--- config.mk ---
export PLATFORM = sky130hd
export DESIGN_NAME = code_select_fsm
export DESIGN_NICKNAME = d
export VERILOG_FILES = /design/src/rtl/code_select_fsm.sv
export SDC_FILE = /design/constraint.sdc
export NUM_CORES = 1
export LEC_CHECK = 0
export ABC_AREA = 1
export ABC_CLOCK_PERIOD_IN_PS = 2550
export BUFFER_PORTS_ARGS = -buffer_cell sky130_fd_sc_hd__buf_2
export CAP_MARGIN = 20
export CORE_MARGIN = 5
export CORE_UTILIZATION = 52
export DETAILED_ROUTE_END_ITERATION = 10
export HOLD_SLACK_MARGIN = 0.05
export PLACE_DENSITY = 0.77
export SYNTH_ARGS = -nofsm -noshare
export SYNTH_HDL_FRONTEND = slang
export SYNTH_SLANG_ARGS = --single-unit
--- constraint.sdc ---
create_clock -name clk -period 2.55 [get_ports clk]
set_input_delay 0.6375 -clock clk [delete_from_list [all_inputs] [get_ports clk]]
set_output_delay 0.6375 -clock clk [all_outputs]
set_load 0.01 [all_outputs]
--- src/rtl/code_select_fsm.sv ---
// ---------------------------------------------------------------------------
// code_select_fsm
//
// Turns four debounced button levels into a registered 4-bit selection code
// for the seven-segment decoder. The user browses codes 0..MAX_CODE with
// next/prev, which wrap around at both ends. A confirm press holds the
// selection, with the decimal point lit, for HOLD_CYCLES. An inactivity
// timeout of TIMEOUT_CYCLES returns the browser to idle. Cancel always returns
// to idle.
//
// Parameters
//   MAX_CODE        highest selectable code (1..15), also the wrap point
//   TIMEOUT_CYCLES  idle cycles in BROWSE before the return to IDLE (>=2)
//   HOLD_CYCLES     cycles spent in CONFIRM before the return to IDLE (>=1)
//   CNT_W           timer width; must hold max(TIMEOUT_CYCLES,HOLD_CYCLES)-1
//
// Ports
//   clk          in   system clock; all logic on the rising edge
//   rst_n        in   synchronous active-low reset
//   btn_next     in   step-up button level
//   btn_prev     in   step-down button level
//   btn_confirm  in   confirm button level
//   btn_cancel   in   cancel button level
//   code         out  current selection (0..MAX_CODE)
//   enable       out  decoder enable; high in BROWSE and CONFIRM
//   decimal      out  decimal-point strobe; high only in CONFIRM
//   confirmed    out  one-cycle pulse on entry to CONFIRM
//   state_o      out  00 IDLE, 01 BROWSE, 10 CONFIRM
// ---------------------------------------------------------------------------
module code_select_fsm #(
    parameter int MAX_CODE       = 8,
    parameter int TIMEOUT_CYCLES = 1000,
    parameter int HOLD_CYCLES    = 500,
    parameter int CNT_W          = 16
) (
    input  logic       clk,
    input  logic       rst_n,
    input  logic       btn_next,
    input  logic       btn_prev,
    input  logic       btn_confirm,
    input  logic       btn_cancel,
    output logic [3:0] code,
    output logic       enable,
    output logic       decimal,
    output logic       confirmed,
    output logic [1:0] state_o
);

    typedef enum logic [1:0] {
        ST_IDLE    = 2'b00,
        ST_BROWSE  = 2'b01,
        ST_CONFIRM = 2'b10,
        ST_UNUSED  = 2'b11
    } state_t;

    localparam int BTN_NEXT    = 0;
    localparam int BTN_PREV    = 1;
    localparam int BTN_CONFIRM = 2;
    localparam int BTN_CANCEL  = 3;

    localparam logic [3:0]       CODE_MAX     = 4'(MAX_CODE);
    localparam logic [CNT_W-1:0] TIMEOUT_LAST = CNT_W'(TIMEOUT_CYCLES - 1);
    localparam logic [CNT_W-1:0] HOLD_LAST    = CNT_W'(HOLD_CYCLES - 1);

    state_t           state_reg, state_next;
    logic [3:0]       code_reg, code_next;
    logic [CNT_W-1:0] timer_reg, timer_next;
    logic             confirmed_reg, confirmed_next;
    logic [3:0]       btn_q_reg;
    logic [3:0]       btn_vec;
    logic [3:0]       press;

    assign btn_vec = {btn_cancel, btn_confirm, btn_prev, btn_next};

    // A press is a rising edge of the level. The history resets to all ones,
    // so a button held through reset release produces no press until it has
    // been released once.
    generate
        for (genvar gi = 0; gi < 4; gi++) begin : g_press
            assign press[gi] = btn_vec[gi] & ~btn_q_reg[gi];
        end
    endgenerate

    always_ff @(posedge clk) begin
        if (!rst_n) begin
            state_reg     <= ST_IDLE;
            code_reg      <= 4'd0;
            timer_reg     <= '0;
            confirmed_reg <= 1'b0;
            btn_q_reg     <= 4'b1111;
        end else begin
            state_reg     <= state_next;
            code_reg      <= code_next;
            timer_reg     <= timer_next;
            confirmed_reg <= confirmed_next;
            btn_q_reg     <= btn_vec;
        end
    end

    always_comb begin
        state_next     = state_reg;
        code_next      = code_reg;
        timer_next     = timer_reg;
        confirmed_next = 1'b0;

        case (state_reg)
            ST_IDLE: begin
                code_next  = 4'd0;
                timer_next = '0;
                // Cancel outranks everything, so a cancel press in IDLE
                // also swallows a simultaneous wake press. The wake press
                // itself does not step the code.
                if (!press[BTN_CANCEL] &&
                    (press[BTN_NEXT] || press[BTN_PREV] || press[BTN_CONFIRM])) begin
                    state_next = ST_BROWSE;
                end
            end

            ST_BROWSE: begin
                if (press[BTN_CANCEL]) begin
                    state_next = ST_IDLE;
                    code_next  = 4'd0;
                    timer_next = '0;
                end else if (press[BTN_CONFIRM]) begin
                    state_next     = ST_CONFIRM;
                    confirmed_next = 1'b1;
                    timer_next     = '0;
                end else if (press[BTN_NEXT] || press[BTN_PREV]) begin
                    // next and prev together count as activity without a step.
                    timer_next = '0;
                    if (press[BTN_NEXT] && !press[BTN_PREV]) begin
                        code_next = (code_reg >= CODE_MAX) ? 4'd0 : code_reg + 4'd1;
                    end else if (press[BTN_PREV] && !press[BTN_NEXT]) begin
                        code_next = (code_reg == 4'd0) ? CODE_MAX : code_reg - 4'd1;
                    end
                end else if (timer_reg == TIMEOUT_LAST) begin
                    state_next = ST_IDLE;
                    code_next  = 4'd0;
                    timer_next = '0;
                end else begin
                    timer_next = timer_reg + 1'b1;
                end
            end

            ST_CONFIRM: begin
                // The code stays frozen. next/prev/confirm do not extend the hold.
                if (press[BTN_CANCEL] || timer_reg == HOLD_LAST) begin
                    state_next = ST_IDLE;
                    code_next  = 4'd0;
                    timer_next = '0;
                end else begin
                    timer_next = timer_reg + 1'b1;
                end
            end

            default: begin
                state_next = ST_IDLE;
                code_next  = 4'd0;
                timer_next = '0;
            end
        endcase
    end

    // Every output is taken directly from a register, so there is no
    // combinational path from a button to an output.
    assign code      = code_reg;
    assign state_o   = state_reg;
    assign confirmed = confirmed_reg;
    assign enable    = (state_reg == ST_BROWSE) || (state_reg == ST_CONFIRM);
    assign decimal   = (state_reg == ST_CONFIRM);

endmodule

======== Word level (Yosys, flattened, before mapping) ========
Cells that the tools add are included.
word-level totals
  output and inout bits ................... 9
  flip-flop bits (word level) ............. 27
  bits of input ports ..................... 6
operators by class
  $add $sub $neg .......................... 3
  reductions and logical operators ........ 15
  equal/unequal tests ..................... 11
  order comparisons ....................... 1
  muxes and demuxes ....................... 24
  bitwise operators ....................... 10
operators by type and width
  kind                                                                     count
  16-bit two-way mux                                                       5
  4-bit two-way mux                                                        9
  16-bit one-hot mux with 2 select lines                                   1
  16-bit by 1-bit adder with 16-bit output, second input constant          1
  16-bit by 10-bit equality test with 1-bit output, second input constant  1
  16-bit by 9-bit equality test with 1-bit output, second input constant   1
  2-bit two-way mux                                                        6
  4-bit != test, second input constant                                     3
  4-bit one-hot mux with 2 select lines                                    1
  4-bit AND reduction                                                      2
  1-bit inverter                                                           6
  2-bit one-hot mux with 3 select lines                                    1
  5-bit != test, second input constant                                     1
  4-bit by 1-bit adder with 4-bit output, second input constant            1
  1-bit bitwise AND                                                        4
  4-bit >= comparator, second input constant                               1
  4-bit logical NOT                                                        1
  1-bit logical OR                                                         4
  4-bit by 1-bit subtractor with 4-bit output, second input constant       1
  1-bit logical AND                                                        3
  1-bit logical NOT                                                        3
  3-bit != test, second input constant                                     1
  3-bit OR reduction                                                       1
  2-bit by 1-bit equality test with 1-bit output, second input constant    1
  5 further kinds                                                          5

======== Depth between registers and ports, before layout ========
  depth in word-level cells ............... 10
  mapped depth ............................ 12
  gate-level depth less buffers ........... 12

======== Worst setup path after synthesis ========
OpenSTA, ideal clock, no wires.
  kind .................................... input-to-reg
  from .................................... input btn_prev
  to ...................................... register state_reg[0] (netlist: state_o[0])
  path slack .............................. 0.637 ns
  path buffers ............................ 0
  cell stages on the path ................. 11
  required time ........................... 2.437 ns
  arrival ................................. 1.800 ns
  cells stage by stage .................... inv_1 > or2_2 > ha_1 > inv_1 > nand2_1 > nor3b_1 > nor2_1 > nand2_1 > nor2_1 > nor2_1 > nor2_1
on the way
  longest elaborated chain between the ends .. 6
  elaborated cells on any way between the ends .. 7
  those cells by class .................... eq/ne: 2; bitwise: 1; reduce/logical: 4
ends and longest elaborated chain
  item                                      line      text
  start, declared                           39        input logic btn_prev,
  1-bit bitwise AND (*)                     80        assign press[gi] = btn_vec[gi] & ~btn_q_reg[gi];
  1-bit logical OR (*)                      114, 128
  1-bit logical OR                          114       (press[BTN_NEXT] || press[BTN_PREV] || press[BTN_CONFIRM])) begin
  1-bit logical AND                         113       if (!press[BTN_CANCEL] &&
  2-bit != test (no source line)            n/a
  4-bit AND reduction (no source line) (*)  n/a
  end signal, assigned                      92        state_reg <= state_next;
  end, declared                             65        state_t state_reg, state_next;
Every way passes the cells marked *; elsewhere a longest branch is shown, timed or not.
A chain may end at the register's enable or synchronous reset.

======== Worst setup path after layout ========
  from .................................... register state_reg[0] (netlist: state_o[0])
  to ...................................... output enable
on the way
  longest elaborated chain between the ends .. 2
  elaborated cells on any way between the ends .. 3
  those cells by class .................... eq/ne: 2; reduce/logical: 1
ends and longest elaborated chain
  item                                                                                   line  text
  2-bit by 1-bit equality test with 1-bit output or 2-bit equality test (tied branches)  169   assign enable = (state_reg == ST_BROWSE) || (state_reg == ST_CONFIRM);
  1-bit logical OR (*)                                                                   169
  end, declared                                                                          43    output logic enable,
Marked as above.

==> flow_summary.json <==
{
  "outcome": "complete, no violations",
  "crit_arrival_ns": 1.27,
  "critPathTopFamily": "flip-flops",
  "tightest_slew_ns": 0.271,
  "yosysTopAreaCell": "dfxtp_1",
  "drt_iter0_markers": 44,
  "clk_pin_slew_ns": 0.15,
  "synth_fa_ha_area_frac": 0.0624,
  "maxCapViolCount": 0,
  "vias_per_cell": 4.76,
  "io_buffers": 14,
  "ctsHoldBuffers": 0,
  "power.leakage_nw": 0.824,
  "dp_cells": 272,
  "cts_inserted_buffers": 3,
  "synth_xor_area_frac": 0.0764,
  "report.final.slew_viol_count": 0,
  "slowest_stage": "dfxtp_1",
  "io_pins": 15,
  "hold_end": "timer_reg[0]",
  "hold_depth": 1,
  "cts_sinks": 27,
  "grt_first_pass_wirelength_um": 5130,
  "crit-reg2reg-launch": "btn_q_reg[1]",
  "vias": 1315,
  "clock_skew_ns": 0.0116,
  "antenna_left": 0,
  "ys_types": 28,
  "layout_min_cycle_time_ns": 1.91,
  "syn-mean-instance-area_um2": 7.04,
  "drc": 0,
  "first_pass_iters": 4,
  "antenna_found_initial": 0,
  "fill_cells": 297,
  "synth-simple-area-share": 0.402,
  "finalHoldViolCount": 0,
  "clock_latency_ns": 0.32,
  "synth_common_cells": "46 x nand2_1, 37 x nor2_1, 30 x inv_1, 27 x dfxtp_1, 17 x nor2_2",
  "synth_top_family_by_area": "simple AND/OR/NAND/NOR gates",
  "ys.warnings.count": 0,
  "diodes": 0,
  "syn2layout_area_growth_pct": 7.33,
  "htree_levels": 1,
  "r2r_slack_ns": 0.89,
  "r2r-end": "state_o[1]",
  "gp_congestion": 0.864,
  "cp-start-kind": "register",
  "hp-class": "register to register",
  "core.rowCount": 20,
  "cts_root_buf": "clkbuf_4",
  "hold_slack_ns": 0.471,
  "post-route-util": 0.574,
  "total_power_mw": 0.885,
  "cp_cell_sequence": "inv_1, ha_1, buf_2",
  "ctsResizeCount": 0,
  "p_per_area_mw_per_mm2": 514,
  "cts_setup_buffers": 0,
  "synth_seq_area_share": 0.337,
  "grt_max_degree": 17,
  "async_flop_share": 0,
  "dieArea_mm2": 0.00430,
  "peakVddDrop_v": 0.000334,
  "max_freq_mhz": 525,
  "crit_fanout": 4,
  "drive_above_1_share": 0.218,
  "core_mm2": 0.00300,
  "ys.flop_type": "dfxtp_1",
  "ys_top_cells_by_area": "dfxtp_1 34%, nand2_1 11%, nor2_1 8.7%",
  "fin_cells": 276,
  "setup_viol": 0,
  "largest_register_ffs": 16,
  "cp_slowest_stage_delay_ns": 0.41,
  "synthMuxAreaShare": 0,
  "required_ns": 1.91,
  "grt_pass1_vias": 1229,
  "synth_top_area_share": 0.337,
  "synth-edff-count": 0,
  "synth.most_common_cell": "nand2_1",
  "fp.dieW_um": 65.6,
  "start_util": 0.535,
  "end_kind": "primary output",
  "slew_headroom": 0.819,
  "ys_seq_elements": 27,
  "synthCells": 228,
  "rsz0062_at_grt": "false",
  "reg2regPathDepth": 9,
  "grt_remaining_overflow": 0,
  "post-dp-hpwl_um": 2120,
  "worst-path-buf-inv": 2,
  "grt_use_total": 0.146,
  "worstSetupPathType": "register to primary output",
  "wire_per_inst_um": 10.0,
  "min_from": "timer_reg[0]",
  "clk_path_buf_depth": 2,
  "synth-compound-area-share": 0.0327,
  "syn-num-nets": 242,
  "drt_wl_total_um": 2760,
  "fin_tns_setup_ns": 0,
  "finalNetCount": 258,
  "die_y_um": 65.6,
  "synth_area_mm2": 0.00161,
  "finalCritPeriodShare": 0.747,
  "cts_tree": "built"
}
## worst max path at each step
stage	slack, ns	startpoint	endpoint	depth (start not counted)
2_1_floorplan	0.64	btn_prev	state_o[0]	11
3_3_place_gp	0.50	btn_prev	state_o[0]	12
3_5_place_dp	0.47	btn_prev	state_o[0]	12
4_1_cts	0.63	state_o[0]	enable	3
5_1_grt	0.54	state_o[0]	enable	3
6_report	0.64	state_o[0]	enable	3
## cells by family (layout without fill, tap and decap cells)
kind of cell / after synthesis / count (layout)
AND/OR/NAND/NOR: 135 / 135
adder cells (fa/ha/maj): 8 / 8
AO/OA/AOI/OAI: 8 / 8
XOR/XNOR: 14 / 14
flip-flops: 27 / 27
buffers and inverters: 36 / 51
## cell usage in the layout, fill, tap and decap left out
cell type and n:
dfxtp_1 27, nor2_2 17, or2_2 2, nor2_1 37, xor2_1 10, nand4_1 5, nand3b_1 1, nand3_2 1
xnor2_1 4, nand3_1 12, o21ai_2 1, buf_2 14, nor2_4 2, nand2_4 1, nand2_2 7, ha_1 8
a21oi_1 3, o31ai_1 1, clkbuf_4 3, o21ai_0 2, nor3_1 2, nand2_1 46, nand3b_2 1, o21bai_2 1
inv_2 3, clkbuf_1 1, inv_1 30, nor3b_1 1
## layer usage
metal / track usage / share of wire / vias up
met3: 0.0205 / 0.014 / 2
met2: 0.245 / 0.43 / 12
met4: 0.0415 / 0.0094 / 0
li1: - / - / 724
met5: 0 / 0 / -
met1: 0.193 / 0.54 / 577
## report_power, final
| group | total (mW) | internal [mW] | switching, mW |
|---|---|---|---|
| registers | 0.467 | 0.443 | 0.0242 |
| clock network | 0.181 | 0.0611 | 0.120 |
| logic | 0.237 | 0.0909 | 0.147 |
| total | 0.885 | 0.595 | 0.290 |
## per-stage QoR
stage          setup WS, ns  instance area (um2)
6_report              0.644                 1720
5_1_grt               0.541                 1720
4_1_cts               0.625                 1720
3_5_place_dp          0.466                 1700
3_3_place_gp          0.498                 1700
2_1_floorplan         0.637                 1610
## cell type report
| cell class | instances | area (um2) | area share |
|---|---|---|---|
| multi-input combinational | 165 | 921 | 0.534 |
| clock buffer | 4 | 26.3 | 0.0153 |
| inverter | 33 | 124 | 0.0719 |
| tap | 33 | 41.3 | 0.0240 |
| timing repair buffer | 14 | 70.1 | 0.0407 |
| sequential | 27 | 541 | 0.314 |
Note: power is estimated with default switching activity, not from simulation.
